<file path="src/rtl/q16_div_seq.sv">
// q16_div_seq: multi-cycle restoring Q16.16 signed divider, quot = (a << FRAC_BITS) / b
// Ports: clk/rst_n (async active-low); in_valid/in_ready with operands a, b;
//        out_valid/out_ready with result quot and flags div_by_zero, overflow.
//        One quotient bit per CALC cycle; sign, saturation and zero handling in FIX.
module q16_div_seq #(
  parameter int WIDTH = 32,
  parameter int FRAC_BITS = 16
) (
  input  logic             clk,
  input  logic             rst_n,
  input  logic             in_valid,
  output logic             in_ready,
  input  logic [WIDTH-1:0] a,
  input  logic [WIDTH-1:0] b,
  output logic             out_valid,
  input  logic             out_ready,
  output logic [WIDTH-1:0] quot,
  output logic             div_by_zero,
  output logic             overflow
);
  localparam int N = WIDTH + FRAC_BITS;
  localparam int CW = $clog2(N + 1);
  localparam logic [WIDTH-1:0] MAX_POS = {1'b0, {(WIDTH-1){1'b1}}};
  localparam logic [WIDTH-1:0] MIN_NEG = {1'b1, {(WIDTH-1){1'b0}}};
  typedef enum logic [1:0] {IDLE, CALC, FIX, DONE} state_t;
  state_t state, state_nxt;
  logic sign, a_neg, zero, take, fix_ovf;
  logic [WIDTH-1:0] dvs, a_mag, b_mag, fix_quot;
  logic [N-1:0] dvd, q;
  logic [WIDTH:0] rem;
  logic [WIDTH+1:0] rem_sh;
  logic [CW-1:0] cnt;
  assign in_ready = state == IDLE;
  assign out_valid = state == DONE;
  // Magnitudes as unsigned WIDTH bits; the most negative operand maps to 2^(WIDTH-1).
  assign a_mag = a[WIDTH-1] ? -a : a;
  assign b_mag = b[WIDTH-1] ? -b : b;
  assign rem_sh = {rem, dvd[N-1]};
  assign take = rem_sh >= (WIDTH+2)'(dvs);
  // A negative result may reach magnitude 2^(WIDTH-1); a positive one may not.
  assign fix_ovf = !zero && (sign ? q > N'(MIN_NEG) : q > N'(MAX_POS));
  assign fix_quot = zero ? (a_neg ? MIN_NEG : MAX_POS) :
                    fix_ovf ? (sign ? MIN_NEG : MAX_POS) :
                    sign ? -q[WIDTH-1:0] : q[WIDTH-1:0];
  always_ff @(posedge clk or negedge rst_n)
    if (!rst_n) state <= IDLE;
    else state <= state_nxt;
  always_comb begin
    state_nxt = state;
    unique case (state)
      IDLE: state_nxt = in_valid ? (b == '0 ? FIX : CALC) : IDLE;
      CALC: state_nxt = cnt == CW'(1) ? FIX : CALC;
      FIX:  state_nxt = DONE;
      DONE: state_nxt = out_ready ? IDLE : DONE;
    endcase
  end
  always_ff @(posedge clk or negedge rst_n)
    if (!rst_n) begin
      sign <= 1'b0;
      a_neg <= 1'b0;
      zero <= 1'b0;
      dvs <= '0;
      dvd <= '0;
      rem <= '0;
      q <= '0;
      cnt <= '0;
      quot <= '0;
      div_by_zero <= 1'b0;
      overflow <= 1'b0;
    end else if (state == IDLE && in_valid) begin
      sign <= a[WIDTH-1] ^ b[WIDTH-1];
      a_neg <= a[WIDTH-1];
      zero <= b == '0;
      dvs <= b_mag;
      dvd <= {a_mag, {FRAC_BITS{1'b0}}};
      rem <= '0;
      q <= '0;
      cnt <= CW'(N);
    end else if (state == CALC) begin
      dvd <= dvd << 1;
      rem <= take ? (WIDTH+1)'(rem_sh - (WIDTH+2)'(dvs)) : rem_sh[WIDTH:0];
      q <= {q[N-2:0], take};
      cnt <= cnt - 1'b1;
    end else if (state == FIX) begin
      quot <= fix_quot;
      div_by_zero <= zero;
      overflow <= fix_ovf;
    end
endmodule

</file>
<file path="config.mk">
export PLATFORM = sky130hd
export DESIGN_NAME = q16_div_seq
export DESIGN_NICKNAME = d
export VERILOG_FILES = /design/src/rtl/q16_div_seq.sv
export SDC_FILE = /design/constraint.sdc
export NUM_CORES = 1
export LEC_CHECK = 0
export CAP_MARGIN = 20
export CELL_PAD_IN_SITES_DETAIL_PLACEMENT = 0
export CELL_PAD_IN_SITES_GLOBAL_PLACEMENT = 1
export CORE_ASPECT_RATIO = 2
export CORE_MARGIN = 8
export CORE_UTILIZATION = 46
export CTS_BUF_LIST = sky130_fd_sc_hd__clkbuf_4 sky130_fd_sc_hd__clkbuf_8
export DETAILED_ROUTE_END_ITERATION = 10
export PLACE_DENSITY_LB_ADDON = 0.1
export SLEW_MARGIN = 20
export SYNTH_ARGS = -nofsm -noshare
export SYNTH_HDL_FRONTEND = slang
export SYNTH_SLANG_ARGS = --single-unit
export TNS_END_PERCENT = 100
</file>
<file path="constraint.sdc">
create_clock -name clk -period 3.05 [get_ports clk]
set_input_delay 0.7625 -clock clk [delete_from_list [all_inputs] [get_ports clk]]
set_output_delay 0.7625 -clock clk [all_outputs]
set_load 0.01 [all_outputs]
</file>
; ---- Yosys cells after proc, flatten, opt, wreduce, memory -nomap -nowiden
; Index checks and enable logic that the tools add are counted.
; Widths: inputs -> output; s select.
[word_totals]
regBits = 206
input_bits = 68
output_inout_bits = 36
[classes]
addsub = 5
magnitude_cmp = 3
eq_ne = 4
mux = 22
n_bitwise = 3
reduce_logical = 7
[op_table]
columns = operator, count
row1 = $mux 32, 7
row2 = $mux 48, 4
row3 = $mux 33, 3
row4 = $neg 32->32, 3
row5 = $gt 48x31->1 const B, 1
row6 = $gt 48x32->1 const B, 1
row7 = $ge 34x32->1, 1
row8 = $sub 33x32->33, 1
row9 = $logic_not 32->1, 1
row10 = $mux 6, 2
row11 = $mux 2, 4
row12 = $pmux 2 s4, 1
row13 = $eq 6x1->1 const B, 1
row14 = $sub 6x1->6 const B, 1
row15 = $eq 2x2->1 const B, 2
row16 = $reduce_and 3->1, 1
row17 = $eq 2x1->1 const B, 1
row18 = $logic_and 1x1->1, 2
row19 = $logic_not 2->1, 1
row20 = $not 1->1, 2
row21 = $reduce_bool 2->1, 1
row22 = $logic_not 1->1, 1
row23 = $mux 1, 1
row24 = $xor 1x1->1, 1

; ---- Logic depth before layout (Yosys ltp)
; Gate-level depths: netlist of run 1.
[logic_depth]
depth_word = 5
depth_mapped = 13

; ---- Worst setup path before layout of run 1
; Ideal clock, no wire load.
[synth_timing]
path_kind = input to register
startpoint = input b[8]
endpoint = register state[0]
setup_time_ns = 0.127
arrival_ns = 2.814
t_required_ns = 2.923
setup_slack_ns = 0.109
path_stages = 9
path_cell_list = nor4_1 -> nand4b_1 -> or3_1 -> or2_1 -> or3_1 -> nor3_1 -> nor3b_1 -> a211oi_1 -> a21oi_1
[synth_between]
elab_chain_len = 4
[synth_rtl]
columns = item, line
row1 = start: declaration, 14  ; input logic [WIDTH-1:0] b,
row2 = $logic_not 32->1, 51  ; IDLE: state_nxt = in_valid ? (b == '0 ? FIX : CALC) : IDLE;
row3 = $mux 2 (2 in series), 51
row4 = $pmux 2 s4, 50  ; unique case (state)
row5 = named net state_nxt[0], 26  ; state_t state, state_nxt;
row6 = end signal: assignment, 47  ; else state <= state_nxt;
row7 = end: declaration, 26
; The timed path passes the listed nets, and every way through them passes these cells.
; A chain may end at the register's enable or synchronous reset.

; ---- Final worst setup path of run 1
[layout_timing]
startpoint = register q[9]
endpoint = register quot[26]
[layout_between]
elab_chain_len = 5
elab_cells_between_ends = 8
cone_classes = add/sub (1) / order compare (2) / mux (4) / reduce/logical (1)
[layout_rtl]
columns = item, line
row1 = start: declaration, 29  ; logic [N-1:0] dvd, q;
row2 = start signal: assignment, 82  ; q <= {q[N-2:0], take};
row3 = $gt 48x31->1 / $gt 48x32->1 (equally long branches), 41  ; assign fix_ovf = !zero && (sign ? q > N'(MIN_NEG) : q > N'(MAX_POS));
row4 = $mux 1, 41
row5 = $logic_and 1x1->1, 41
row6 = $mux 32 *, 43  ; fix_ovf ? (sign ? MIN_NEG : MAX_POS) :
row7 = $mux 32 *, 42  ; assign fix_quot = zero ? (a_neg ? MIN_NEG : MAX_POS) :
row8 = end signal: assignment, 85  ; quot <= fix_quot;
row9 = end: declaration, 17  ; output logic [WIDTH-1:0] quot,
; Mark *: on every way between the ends. The rest lies on a longest branch, timed or not.

==> reports/qor.csv, run 1 <==
stage;metric;value;unit
cells_and_area;drive_gt1_share;14.2;%
synthesis;yosysWarnings;0;
synthesis;synth_simple_gate_area_share;19.5;%
clock_network;tritoncts;yes;
clock_network;numCtsBuffers;17;
synthesis;synth_top_family_by_area;compound AO/OA/AOI/OAI gates;
timing;period_share;97.5;%
clock_network;clk_path_buf_depth;2;
synthesis;async_flop_share;100;%
run;drv_cap;0;
detailed_routing;drc;0;
synthesis;syn-num-nets;1478;
detailed_routing;firstDrtPassIters;5;
synthesis;synth_fa_ha_area_share;4.19;%
synthesis;synth_seq_cells;190;
timing;rsz0062_at_grt;true;
die;start_util;46.4;%
synthesis;synth_edf_count;0;
status;status;completed;
place;dpl.hpwl;21.0;mm
die;die_h;240;um
synthesis;synthXorXnorAreaFrac;8.67;%
die;die-area;30700;sq um
global_routing;overflow;0;
synthesis;synth.cell_area;11500;sq um
global_routing;grtUsageTotal;19.7;%
timing;skew;0.0132;ns
cells_and_area;final_cell_mix;nand2_1, dfrtp_1, o21ai_0;
timing;fin_crit;2.97;ns
cells_and_area;final_cells;1881;
synthesis;ys_top_cells_by_area;dfrtp_1, nand2_1, o21ai_0;
clock_network;cts_sinks;190;
synthesis;synth_compound_area_share;20.5;%
detailed_routing;routed_wl;30.5;mm
critical_path;critPathLaunchType;flop;
global_routing;grt_pass1_wl;49.4;mm
synthesis;synthDominantCellAreaShare;41.3;%
timing;fin_setup_tns;0;ns
place;io_buffers;103;
synthesis;synth_cell_types;63;
synthesis;synthCells;1372;
critical_path;arrival;3.36;ns
detailed_routing;ant_nets;0;
place;dp_cells;1839;
clock_network;clk_latency;0.50;ns
die;coreArea;24800;sq um
critical_path;end_kind;flop;
synthesis;syn_avg_cell_area;8.39;sq um
critical_path;worstPathRequired;3.44;ns
synthesis;synth-main-ff-cell;dfrtp_1;
place;place_congestion;0.873;
global_routing;grt_pass1_vias;9997;
hold_path;hp-class;in2async;
timing;drv_slew;0;
detailed_routing;drt_iter0_markers;700;
cells_and_area;fin_nets;1638;
clock_network;cts_max_level;4;
timing;fmax;0.336;GHz
timing;finalSetupViolCount;0;
detailed_routing;vias;10300;
clock_network;clk_pin_slew_worst_paths;0.11;ns
power_and_ir_drop;p_per_area;1220;nW/um^2
detailed_routing;viasPerCell;5.49;
synthesis;synth_mux_area_share;1.33;%
global_routing;grt_max_degree;85;
power_and_ir_drop;worst_ir_drop_vdd;0.000794;V
critical_path;path_class;reg2reg;
synthesis;synth_top_cell_by_area;dfrtp_1;
die;die_w;128;um
cells_and_area;nFillCells;2320;
clock_network;holdBufCountCts;0;
detailed_routing;wl_per_cell;16.2;um
cells_and_area;synthToLayoutAreaGrowth;25.4;%
timing;worst-slew-pin-transition;0.749;ns
clock_network;root_buffer;clkbuf_8;
cells_and_area;final_common_cell;nand2_1;
power_and_ir_drop;power.leakage;6.19;nW
die;ios;104;
critical_path;cp_max_fo;4;
die;rows;82;
synthesis;synth-seq-area-share;41.3;%
global_routing;grt_antenna_before_repair;0;
timing;hold_viol_final;0;
timing;relSlewSlack;50.0;%
registers in the layout (all words and copies together) (netlist names):
signal	count
q	48
rem	33
dvd	32
dvs	32
quot	32
cnt	6
state	2
a_neg	1
div_by_zero	1
overflow	1
sign	1
zero	1
logic make-up after synthesis:
logic type,Yosys count
buffers and inverters,135
DFF,190
and+or+nand+nor,501
muxes,15
adders and majority gates,38
AOI/OAI and AO/OA,379
xor gates and xnor gates,114
final cells by class:
type / instances / area (sq um) / share of cell area, %
diodes: 1 / 2.50 / 0.0173
clock buffers: 18 / 248 / 1.72
clock inverters: 13 / 153 / 1.06
inverters: 49 / 184 / 1.27
multi-input cells: 1047 / 6550 / 45.4
flip-flops and latches: 190 / 4750 / 32.9
well taps: 336 / 420 / 2.91
repair buffers: 227 / 2120 / 14.7
metal layers:
metal	track usage, %	vias up	part of all wire, %
met5	0	-	0
met4	5.87	0	1.6
met3	3.48	27	3.6
met2	30.8	201	46
met1	27.2	4966	48
li1	-	5126	-
report_power, final:
group	switching, mW	leakage, nW	internal [mW]	total [mW]
Sequential	0.929	2.33	3.72	4.65
Clock	1.02	0.196	0.699	1.71
Combinational	6.21	3.67	5.07	11.3
Yosys cell counts, types with 6 or more instances:
cell type and count:
xor2_1 61, inv_1 49, nand4_1 9, xnor2_1 53, buf_2 7, o21ai_0 157, and3_1 7, a21o_1 21
o22a_1 30, a32oi_1 8, or4_1 10, dfrtp_1 190, nand3_1 36, o31ai_1 19, nor3_1 13, mux2i_1 13
a31oi_1 35, or3_1 14, nand3b_1 6, nor2_1 97, nand2_1 258, ha_1 37, nor2b_1 8, nand2b_1 12
o41ai_1 16, nor4_1 12, a21oi_1 53, clkbuf_1 77
metrics by stage:
stage / area (sq um) / utilization (%) / setup WS [ns] / hold WS [ns] / power (mW)
floorplan: 11500 / - / 0.109 / 0.437 / 11.7
global placement: 13600 / 54.9 / -0.624 / 0.453 / 14.8
detailed placement: 13600 / 54.9 / -0.665 / 0.458 / 15.0
CTS: 14100 / 56.8 / -0.0289 / 0.310 / 16.9
global route: 14400 / 58.1 / -0.0302 / 0.353 / 19.2
finish: 14400 / 58.2 / 0.0771 / 0.269 / 17.6
worst paths after layout:
kind	to	from	slack [ns]	cells past startpoint
worst max-delay path	quot[26]	q[9]	0.08	9
max in group asynchronous	dvd[44]	rst_n	1.95	2
worst min-delay path	rem[11]	rst_n	0.27	1
min in group clk	a_neg	a_neg	0.48	2
worst min register to register	a_neg	a_neg	0.48	2
worst max register to register	quot[26]	q[9]	0.08	9
worst max-delay path, stage by stage (launching register included):
cell and delay, ns:
dfrtp_1 0.40, or3_4 0.40, or4_4 0.46, or3_4 0.41, buf_4 0.16, or4_4 0.44, o31ai_4 0.23, xor2_1 0.16
nor2_1 0.06, o22a_1 0.15
repair_timing:
| action | CTS | global route |
|---|---|---|
| gates resized for setup | 8 | 54 |
| buffers inserted | 1 | 3 |
| gates cloned | 0 | 6 |
| endpoints found under the setup margin | 44 | 71 |
| pin swaps | 1 | 14 |
(Power assumes the default switching activity.)
==> run 2, diff against run 1 <==
--- a/config.mk
+++ b/config.mk
@@ -10,10 +10,12 @@
 export CELL_PAD_IN_SITES_GLOBAL_PLACEMENT = 1
 export CORE_ASPECT_RATIO = 2
 export CORE_MARGIN = 8
-export CORE_UTILIZATION = 46
+export CORE_UTILIZATION = 50
 export CTS_BUF_LIST = sky130_fd_sc_hd__clkbuf_4 sky130_fd_sc_hd__clkbuf_8
 export DETAILED_ROUTE_END_ITERATION = 10
+export DONT_BUFFER_PORTS = 1
 export PLACE_DENSITY_LB_ADDON = 0.1
+export SETUP_SLACK_MARGIN = 0.1
 export SLEW_MARGIN = 20
 export SYNTH_ARGS = -nofsm -noshare
 export SYNTH_HDL_FRONTEND = slang
==> reports/qor.csv, run 2 (same netlist as run 1, synthesis figures left out) <==
stage;metric;value;unit;change
clock_network;cts_max_level;4;;unchanged
global_routing;grt_max_degree;191;;was 85
cells_and_area;final_common_cell;nand2_1;;unchanged
cells_and_area;regMostFlops;q;;unchanged
global_routing;grt_pass1_vias;9777;;was 9,997
critical_path;worstPathRequired;3.45;ns;was 3.44 ns
place;place_congestion;0.890;;was 0.873
critical_path;path_class;reg2reg;;unchanged
clock_network;root_buffer;clkbuf_8;;unchanged
cells_and_area;final_cell_mix;nand2_1, dfrtp_1, o21ai_0;;unchanged
place;dpl.hpwl;22.1;mm;was 21.0 mm
detailed_routing;routed_wl;31.5;mm;was 30.5 mm
run;drv_cap;0;;unchanged
hold_path;hp-class;in2async;;unchanged
timing;relSlewSlack;54.9;%;was 50.0%
global_routing;grtUsageTotal;21.6;%;was 19.7%
timing;hold_viol_final;126;;was 0
clock_network;clk_path_buf_depth;2;;unchanged
power_and_ir_drop;power;18.4;mW;was 17.6 mW
critical_path;timing.rr.end;quot[26];;unchanged
detailed_routing;drt_iter0_markers;466;;was 700
cells_and_area;reg_top3;q: 48 flops, rem: 33 flops;;unchanged
cells_and_area;drive_gt1_share;15.1;%;was 14.2%
cells_and_area;post-route-util;58.5;%;was 58.2%
detailed_routing;drc;0;;unchanged
global_routing;overflow;0;;unchanged
timing;skew;0.0147;ns;was 0.0132 ns
timing;worst-slew-pin-transition;0.676;ns;was 0.749 ns
timing;period_share;97.5;%;about the same
critical_path;cp_max_fo;31;;was 4
power_and_ir_drop;power.leakage;5.66;nW;was 6.19 nW
critical_path;reg2regPathDepth;9;;unchanged
global_routing;grt_antenna_before_repair;0;;unchanged
timing;drv_slew;0;;unchanged
critical_path;critPathLaunchType;flop;;unchanged
critical_path;arrival;3.38;ns;was 3.36 ns
die;rows;78;;was 82
detailed_routing;ant_nets;0;;unchanged
cells_and_area;synthToLayoutAreaGrowth;15.0;%;was 25.4%
timing;fmax;0.336;GHz;about the same
timing;finalSetupViolCount;0;;unchanged
clock_network;clk_latency;0.52;ns;was 0.50 ns
cells_and_area;antennaDiodeCount;0;;was 1
cells_and_area;fin_nets;1516;;was 1,638
die;die-area;28400;sq um;was 30,700 sq um
clock_network;tritoncts;yes;;unchanged
die;coreArea;22600;sq um;was 24,800 sq um
die;die_h;231;um;was 240 um
power_and_ir_drop;worst_ir_drop_vdd;0.00151;V;was 0.000794 V
critical_path;reg2reg_slack;0.08;ns;about the same
detailed_routing;vias;9863;;was 10,300
global_routing;grt_pass1_wl;48.7;mm;was 49.4 mm
critical_path;crit_start;q[16];;was q[9]
place;io_buffers;0;;was 103
power_and_ir_drop;p_per_area;1390;nW/um^2;was 1220 nW/um^2
detailed_routing;viasPerCell;5.79;;was 5.49
detailed_routing;wl_per_cell;18.5;um;was 16.2 um
clock_network;clk_pin_slew_worst_paths;0.10;ns;was 0.11 ns
timing;fin_crit;2.97;ns;about the same
status;violations;negative hold slack;;
critical_path;timing.rr.start;q[16];;was q[9]
timing;rsz0062_at_grt;true;;unchanged
timing;whs;-0.0725;ns;was 0.269 ns
clock_network;cts_sinks;190;;unchanged
detailed_routing;firstDrtPassIters;4;;was 5
status;status;finished with violations;;was completed
cells_and_area;largest_reg_flops;48;;unchanged
critical_path;end_kind;flop;;unchanged
die;start_util;50.9;%;was 46.4%
die;ios;104;;unchanged
die;die_w;123;um;was 128 um
clock_network;numCtsBuffers;17;;unchanged
run 2: changes by cell type in the layout (fill, tap and decap cells not counted), sizes merged:
cell / change
clkinv: +2
clkdlybuf4s50: -99
buf: -21
dlymetal6s2s: -3
inv: -2
diode: -1
clkbuf: +1
clkinvlp: +1
run 2: final cells by class:
cell class,instances,area (sq um)
flip-flops and latches,190,4750
clock inverters,14,134
fillers,2157,9400
well taps,280,350
repair buffers,105,983
clock buffers,18,248
multi-input cells,1047,6590
inverters,49,184
run 2: per-stage QoR:
stage	cells	worst slack, ns	hold slack (ns)	cell area [sq um]	TNS, ns
floorplan	1372	0.109	0.437	11500	0
global placement	1657	-0.0626	0.462	12300	-0.147
detailed placement	1657	-0.0831	0.471	12300	-0.281
CTS	1690	0.0956	-0.104	12800	0
global route	1703	-0.0515	-0.111	13200	-1.01
finish	1703	0.0755	-0.0725	13200	0
run 2: worst max-delay path by stage:
stage,to,slack (ns),depth (start not counted)
after detailed placement,rem[31],-0.08,14
after global placement,rem[31],-0.06,14
after global routing,quot[1],-0.05,9
after floorplan,state[0],0.11,9
final,quot[26],0.08,9
after CTS,rem[15],0.1,14
run 2: power by group:
| part | total [mW] | internal [mW] | switching, mW |
|---|---|---|---|
| registers | 4.76 | 3.72 | 1.04 |
| clock network | 1.67 | 0.680 | 0.990 |
| logic | 12.0 | 5.50 | 6.51 |
run 2: metal layers:
| metal | vias up | track usage [%] | routed length [um] |
|---|---|---|---|
| met3 | 65 | 5.04 | 1210 |
| met2 | 174 | 40.2 | 17600 |
| met4 | 0 | 9.05 | 1100 |
| met5 | - | 0 | 0 |
| li1 | 4862 | - | - |
| met1 | 4762 | 22.0 | 11600 |
run 2: repair_timing:
item                                    in CTS  in global routing
gates resized for setup                      9                 69
pin swaps                                    1                 13
cloned                                       0                  7
endpoints found under the hold margin      190                190
endpoints found under the setup margin      38                 65
buffers inserted                             1                  6
run 2: critical path: stages (launching register included):
cell      delay [ns]
dfrtp_1         0.40
or4_4           0.56
or3_4           0.35
or3_4           0.37
nor4_4          0.15
nand4_1         0.20
a21oi_4         0.32
o311ai_4        0.12
buf_12          0.21
o22a_1          0.19
==> run 3, diff against run 2 <==
==> constraint.sdc (replaced) <==
create_clock -name clk -period 3.2 [get_ports clk]
set_input_delay 0.8 -clock clk [delete_from_list [all_inputs] [get_ports clk]]
set_output_delay 0.8 -clock clk [all_outputs]
set_load 0.01 [all_outputs]
==> reports/qor.csv, run 3 (same netlist as run 1, synthesis figures left out) <==
stage;metric;value;unit;change
global_routing;grt_pass1_vias;9683;;was 9,777
detailed_routing;drc;0;;unchanged
detailed_routing;vias;9616;;was 9,863
clock_network;cts_max_level;4;;unchanged
detailed_routing;routed_wl;30.7;mm;was 31.5 mm
place;io_buffers;0;;unchanged
timing;period_share;95.1;%;was 97.5%
cells_and_area;nFillCells;2168;;was 2,157
detailed_routing;ant_nets;0;;unchanged
timing;worst-slew-pin-transition;0.688;ns;was 0.676 ns
cells_and_area;synthToLayoutAreaGrowth;9.09;%;was 15.0%
power_and_ir_drop;power.leakage;5.35;nW;was 5.66 nW
place;post-place-ws;0.0608;ns;was -0.0831 ns
clock_network;cts_sinks;190;;unchanged
timing;rsz0062_at_grt;true;;unchanged
timing;whs;-0.0163;ns;was -0.0725 ns
detailed_routing;drt_iter0_markers;429;;was 466
detailed_routing;wl_per_cell;18.6;um;was 18.5 um
clock_network;clk_pin_slew_worst_paths;0.11;ns;was 0.10 ns
timing;drv_slew;0;;unchanged
clock_network;root_buffer;clkbuf_8;;unchanged
global_routing;grtUsageTotal;21.7;%;was 21.6%
status;status;finished with violations;;unchanged
die;coreArea;22600;sq um;unchanged
power_and_ir_drop;worst_ir_drop_vdd;0.00154;V;was 0.00151 V
place;place_congestion;0.901;;was 0.890
critical_path;reg2reg_slack;0.16;ns;was 0.08 ns
cells_and_area;fin_nets;1464;;was 1,516
clock_network;tritoncts;yes;;unchanged
cells_and_area;post-route-util;55.5;%;was 58.5%
cells_and_area;reg_top3;q: 48 flops, rem: 33 flops;;unchanged
cells_and_area;multi_input_area;6450;sq um;was 6590 sq um
timing;relSlewSlack;53.7;%;was 54.9%
cells_and_area;final_cell_mix;nand2_1, dfrtp_1, o21ai_0;;unchanged
cells_and_area;regMostFlops;q;;unchanged
timing;worst_slack;0.155;ns;was 0.0755 ns
cells_and_area;largest_reg_flops;48;;unchanged
critical_path;end_kind;flop;;unchanged
die;start_util;50.9;%;unchanged
detailed_routing;viasPerCell;5.82;;was 5.79
critical_path;cp_max_fo;4;;was 31
critical_path;critPathLaunchType;flop;;unchanged
critical_path;arrival;3.47;ns;was 3.38 ns
die;die_h;231;um;unchanged
timing;fin_setup_tns;0;ns;unchanged
timing;skew;0.0167;ns;was 0.0147 ns
critical_path;path_class;reg2reg;;unchanged
hold_path;hp-class;in2async;;unchanged
status;violations;negative hold slack;;unchanged
detailed_routing;firstDrtPassIters;5;;was 4
place;dpl.hpwl;22.0;mm;was 22.1 mm
run;drv_cap;0;;unchanged
timing;fin_crit;3.04;ns;was 2.97 ns
clock_network;clk_path_buf_depth;2;;unchanged
die;rows;78;;unchanged
power_and_ir_drop;p_per_area;1250;nW/um^2;was 1390 nW/um^2
die;die-area;28400;sq um;unchanged
global_routing;grt_pass1_wl;49.2;mm;was 48.7 mm
cells_and_area;drive_gt1_share;8.53;%;was 15.1%
clock_network;clk_latency;0.50;ns;was 0.52 ns
global_routing;grt_max_degree;191;;unchanged
timing;finalSetupViolCount;0;;unchanged
timing;fmax;0.328;GHz;was 0.336 GHz
die;ios;104;;unchanged
cells_and_area;seqCellArea;4750;sq um;unchanged
critical_path;worstPathRequired;3.62;ns;was 3.45 ns
global_routing;overflow;0;;unchanged
timing;hold_viol_final;5;;was 126
global_routing;grt_antenna_before_repair;1;;was 0
cells_and_area;final_common_cell;nand2_1;;unchanged
die;die_w;123;um;unchanged
clock_network;numCtsBuffers;17;;unchanged
==> run 3: final cells by class <==
class,count,area share [%]
multi-input combinational,1050,51.3
sequential,190,37.8
timing repair buffer,50,3.41
tap,280,2.79
clock buffer,17,1.86
inverter,49,1.46
clock inverter,15,1.27
antenna,1,0.0199
==> run 3: worst max-delay path: stages, from the launching register on <==
cell	delay, ns
dfrtp_1	0.41
or4_4	0.55
or3_4	0.34
or3_4	0.41
nor4_4	0.15
nand4_1	0.18
a21oi_4	0.25
buf_6	0.16
nand2_1	0.05
a211o_1	0.29
a31oi_1	0.17
==> run 3: final timing paths <==
check	to	startpoint	depth (start not counted)
setup / recovery	quot[1]	q[16]	10
hold / removal	q[29]	rst_n	0
setup reg to reg	quot[1]	q[16]	10
hold reg to reg	dvs[5]	dvs[5]	2
max in group asynchronous	dvd[28]	rst_n	0
min in group clk	state[0]	out_ready	1
==> run 3: report_power, final <==
part / switching, mW / internal, mW / total (mW)
combinational: 5.48 / 4.01 / 9.50
clock: 0.973 / 0.642 / 1.61
sequential: 1.02 / 3.55 / 4.56
total: 7.47 / 8.20 / 15.7
==> run 3: per-layer routing <==
layer	part of all wire (%)	vias up	track usage, %
met5	0	-	0
met2	56	160	40.2
met1	36	4636	22.3
met4	3.6	0	9.88
li1	-	4768	-
met3	4.0	52	4.82
==> run 3: metrics by stage <==
step                cell area (sq um)  power [mW]  cells
floorplan                       11500        11.1   1372
finish                          12600        15.7   1652
global route                    12600        17.1   1652
detailed placement              12000        13.7   1611
CTS                             12400        15.4   1644
global placement                12000        13.6   1611
==> run 3: timing repair <==
item | in CTS | in global routing
endpoints found under the hold margin | 190 | 190
gates resized for setup | 3 | 19
setup endpoints to repair | 30 | 58
pin swaps | 2 | 13
setup buffers | 0 | 5
cloned | 1 | 2
